**config.mk**
```make
export PLATFORM = sky130hd
export DESIGN_NAME = button_event
export DESIGN_NICKNAME = d
export VERILOG_FILES = /design/src/rtl/button_event.sv
export SDC_FILE = /design/constraint.sdc
export NUM_CORES = 1
export LEC_CHECK = 0
export ABC_AREA = 0
export CAP_MARGIN = 40
export CORE_UTILIZATION = 40
export CTS_CLUSTER_DIAMETER = 200
export DETAILED_ROUTE_END_ITERATION = 12
export PLACE_DENSITY = 0.63
export REMOVE_ABC_BUFFERS = 1
export SYNTH_ARGS = -nofsm -noshare
export SYNTH_HDL_FRONTEND = slang
export SYNTH_SLANG_ARGS = --single-unit
```
**constraint.sdc**
```tcl
create_clock -name clk -period 2.2 [get_ports clk]
set_input_delay 0.33 -clock clk [delete_from_list [all_inputs] [get_ports clk]]
set_output_delay 0.33 -clock clk [all_outputs]
set_load 0.02 [all_outputs]
```
**src/rtl/button_event.sv**
```systemverilog
// Button event generator: turns a debounced push-button level into
// single-cycle press / release / long-press / auto-repeat events.
module button_event #(
    parameter int TICK_DIV     = 16,
    parameter int LONG_TICKS   = 8,
    parameter int REPEAT_TICKS = 4,
    parameter int CNT_W        = 8
) (
    input  logic clk,
    input  logic rst,
    input  logic pb_in,
    output logic press,
    output logic release_pulse,
    output logic long_press,
    output logic repeat_pulse,
    output logic held
);

    localparam int PRE_W = (TICK_DIV > 2) ? $clog2(TICK_DIV) : 1;

    localparam logic [PRE_W-1:0] PRE_LAST  = PRE_W'(TICK_DIV - 1);
    localparam logic [CNT_W-1:0] LONG_LAST = CNT_W'(LONG_TICKS - 1);
    localparam logic [CNT_W-1:0] REP_LAST  = CNT_W'(REPEAT_TICKS - 1);

    typedef enum logic [1:0] {
        IDLE    = 2'd0,
        PRESSED = 2'd1,
        LONG    = 2'd2
    } state_t;

    logic s1;
    logic pb_s;

    state_t state;
    state_t state_nxt;

    logic [PRE_W-1:0] pre;
    logic [PRE_W-1:0] pre_nxt;
    logic [CNT_W-1:0] hold_cnt;
    logic [CNT_W-1:0] hold_nxt;

    logic tick;

    logic press_nxt;
    logic release_nxt;
    logic long_nxt;
    logic repeat_nxt;
    logic held_nxt;

    // pb_in comes from a divided clock domain
    always_ff @(posedge clk) begin
        if (rst) begin
            s1   <= 1'b0;
            pb_s <= 1'b0;
        end else begin
            s1   <= pb_in;
            pb_s <= s1;
        end
    end

    assign tick = (state != IDLE) && (pre == PRE_LAST);

    always_ff @(posedge clk) begin
        if (rst) begin
            state    <= IDLE;
            pre      <= '0;
            hold_cnt <= '0;
        end else begin
            state    <= state_nxt;
            pre      <= pre_nxt;
            hold_cnt <= hold_nxt;
        end
    end

    always_comb begin
        state_nxt = state;
        hold_nxt  = hold_cnt;
        unique case (state)
            IDLE: begin
                hold_nxt = '0;
                if (pb_s) begin
                    state_nxt = PRESSED;
                end
            end
            PRESSED: begin
                if (!pb_s) begin
                    state_nxt = IDLE;
                    hold_nxt  = '0;
                end else if (tick) begin
                    if (hold_cnt == LONG_LAST) begin
                        state_nxt = LONG;
                        hold_nxt  = '0;
                    end else begin
                        hold_nxt = hold_cnt + 1'b1;
                    end
                end
            end
            LONG: begin
                if (!pb_s) begin
                    state_nxt = IDLE;
                    hold_nxt  = '0;
                end else if (tick) begin
                    if (hold_cnt == REP_LAST) begin
                        hold_nxt = '0;
                    end else begin
                        hold_nxt = hold_cnt + 1'b1;
                    end
                end
            end
            default: begin
                state_nxt = IDLE;
                hold_nxt  = '0;
            end
        endcase
    end

    // Prescaler runs only while the button is held and restarts each press
    always_comb begin
        pre_nxt = '0;
        if (state != IDLE && state_nxt != IDLE) begin
            if (tick) begin
                pre_nxt = '0;
            end else begin
                pre_nxt = pre + 1'b1;
            end
        end
    end

    always_comb begin
        press_nxt   = 1'b0;
        release_nxt = 1'b0;
        long_nxt    = 1'b0;
        repeat_nxt  = 1'b0;
        held_nxt    = (state_nxt != IDLE);
        unique case (state)
            IDLE: begin
                press_nxt = pb_s;
            end
            PRESSED: begin
                release_nxt = !pb_s;
                long_nxt    = pb_s && tick
                              && (hold_cnt == LONG_LAST);
            end
            LONG: begin
                release_nxt = !pb_s;
                repeat_nxt  = pb_s && tick
                              && (hold_cnt == REP_LAST);
            end
            default: begin
                held_nxt = 1'b0;
            end
        endcase
    end

    always_ff @(posedge clk) begin
        if (rst) begin
            press         <= 1'b0;
            release_pulse <= 1'b0;
            long_press    <= 1'b0;
            repeat_pulse  <= 1'b0;
            held          <= 1'b0;
        end else begin
            press         <= press_nxt;
            release_pulse <= release_nxt;
            long_press    <= long_nxt;
            repeat_pulse  <= repeat_nxt;
            held          <= held_nxt;
        end
    end

endmodule

```
==> run metrics <==
leakage 0.000405 µW; Yosys Warn Count 0; hold-fix buffers at CTS 0; Top FF cell, synth dfxtp_1; Die Area roughly 2800 µm²; reg-to-reg startpoint state[0]; Root Buffer clkbuf_4; pwr dens between 500 and 600 nW/µm²; Max Fclk 518 MHz; sequential area share after synthesis 39.8%; DR vias 884; Final #Nets 135; TritonCTS buffer count 3; CTS tree built; most area-consuming cells after synthesis dfxtp_1 40%, ha_1 7.1%, nand2_1 4.3%; CP Class reg -> reg; main combinational cell family by area after synthesis simple AND/OR/NAND/NOR gates; clk sinks 21; hold_sp pre[0]; min Tclk post-route 1.93 ns; vias in the first global route 728; clk_lat worst skew 0.32 ns; VDD IR-drop max 0.000304 V; GRT overflow 0; final wirelength 2060 µm; post-synth top area cell dfxtp_1; synth unique cells 35; commonest cells in the netlist 21 x dfxtp_1, 12 x nand2_1, 6 x a21oi_1, 6 x ha_1, 6 x nor2b_1; initial antenna violation count 0; crit-path cells inv_1 -> ha_1 -> nand4b_1 -> buf_4 -> nor4_4 -> a21boi_1 -> a2111oi_2; Pre-antenna DRT Iters 4; Die Y 53.4 µm; crit share post-route 87.8%; critical path arrival roughly 2.2 ns; synthesized instance count approximately 120; worst setup margin 0.269 ns; worst endpoint required time 2.42 ns; CP max stage delay 0.42 ns; Max FO, Critical Path 7; DRC Markers 0; setup violators final 0; GR Util All Layers 15.8%; Initial Utilization 42.6%; ys async rst share 0%; Post-Synthesis Mean Instance Area 9.03 µm²; family with the most delay on the worst path compound AO/OA/AOI/OAI gates; Tightest Pin Transition about 0.40 ns; # rows 18; FF-to-FF path depth 7; Adder-Cell Fraction of Synth Area around 7%; share of the synthesized area in the top cell type 39.8%; most common cell in the netlist dfxtp_1; max cap viols 0; max_slew headroom 72.4%; CP Buf/Inv Count 2; wire length per cell 13.3 µm; Via density 5.70; reg-to-reg slack, setup 0.27 ns; Final Max Tran Viols 0; # IOs 8; element type at the critical path start flip-flop; Slowest cell on crit path dfxtp_1; share of cells above drive strength 1 approximately a tenth; Final Hold Viols 0; Worst path depth 7; Chip Width 53.4 µm; Post-synth EDFFs 0; maximum clock insertion buffer count 2; final HPWL from detailed placement 1460 µm; RSZ-0062 raised after global routing false; GP Congestion roughly 0.8; largest net degree at the start of global routing 13; setup total negative slack 0 ns; number of I/O port buffers 7; clk_skew 0.0131 ns; mux contribution to synthesized area 1.07%; n_diodes 0; DRT iter0 DRCs 29; # H-tree levels 1; Setup crit end kind flip-flop; Worst-path clk slew 0.13 ns; complex-gate fraction of the synthesized area 16.2%; # fillers 236; hold path cells 1; min-delay worst type reg -> reg; first-pass GRT wire length 3240 µm; worst hold endpoint pre[0]; status complete, no violations; r2r endpoint pre[2]; xor/xnor share of the synthesized area 1.66%; Synth Area in Simple Gates 29.9%; Final Util between 40% and 50%; core area approximately 2500 µm²; Post-Place Setup Slack around 0.15 ns; ANT nets after route 0; #FFs+latches synth 21; Layout area overhead 12.2%; Power Total 617 µW; Synth Cell Area 1060 µm²
==> state kept, by name (all words and copies together) (netlist names) <==
| signal | cells |
|---|---|
| press | 1 |
| pb_s | 1 |
| release_pulse | 1 |
| hold_cnt | 8 |
| state | 2 |
| long_press | 1 |
| held | 1 |
| s1 | 1 |
| pre | 4 |
| repeat_pulse | 1 |
==> worst register-to-register path: stages (launching register included) <==
cell and delay (ns):
dfxtp_1 0.42, inv_1 0.09, ha_1 0.28, nand4b_1 0.20, buf_4 0.18, nor4_4 0.19
a21boi_1 0.16, a2111oi_2 0.33
==> power breakdown <==
group | total [µW] | switching [µW] | internal (µW)
Clock | 193 | 125 | 68.1
Sequential | 388 | 3.41 | 385
Combinational | 35.9 | 19.1 | 16.8
Total | 617 | 147 | 470
==> layout by cell type (no fill, tap or decap), types with 3 or more instances in the layout <==
cell,count
ha_1,6
nand3_1,5
inv_1,3
clkdlybuf4s50_1,7
and2_1,5
nand4_1,5
o21a_1,4
o211ai_1,3
clkbuf_4,3
nor2b_1,6
nand2_1,12
dfxtp_1,21
a31oi_1,3
a21oi_1,6
buf_4,3
nor2_1,4
==> metrics by stage <==
step	cells	hold WS (ns)	area, µm²
finish	155	0.456	1180
global route	155	0.465	1180
CTS	154	0.457	1180
detailed placement	150	0.430	1150
global placement	150	0.424	1150
floorplan	111	0.399	1030
==> what timing repair did <==
| item | in CTS | in global routing |
|---|---|---|
| setup buffers | 0 | 1 |
| resized for setup | 0 | 1 |
| setup endpoints to repair | 0 | 2 |
==> final cells by class <==
| type | count | area, µm² | area share (%) |
|---|---|---|---|
| Clock buffer | 3 | 22.5 | 1.90 |
| Clock inverter | 1 | 5.00 | 0.422 |
| Tap cell | 30 | 37.5 | 3.17 |
| Timing Repair Buffer | 10 | 92.6 | 7.81 |
| Multi-Input combinational cell | 86 | 592 | 49.9 |
| Inverter | 4 | 15.0 | 1.27 |
| Sequential cell | 21 | 420 | 35.5 |
==> how the worst max path moves through the flow <==
stage	start	end	slack [ns]
3_5_place_dp	state[0]	pre[2]	0.15
4_1_cts	state[0]	pre[2]	0.12
3_3_place_gp	state[0]	pre[2]	0.29
6_report	state[0]	pre[2]	0.27
5_1_grt	state[0]	pre[2]	0.13
2_1_floorplan	state[0]	pre[2]	0.43
==> routing by layer <==
layer  global-route usage, %  up-vias  share of wire [%]
met5                       0        -                  0
met4                    7.46        0                2.2
met1                    22.2      411                 49
li1                        -      445                  -
met2                    22.9       21                 45
met3                    2.59        7                3.1
==> cell families (layout without fill, tap and decap cells) <==
kind of cell,count (synthesis),in the layout
flops,21,21
xor+xnor,2,2
fa+ha+maj,6,6
simple gates,52,52
compound gates,25,25
mux,1,1
buf+inv,10,18
Power figures use the tool's default switching activity.
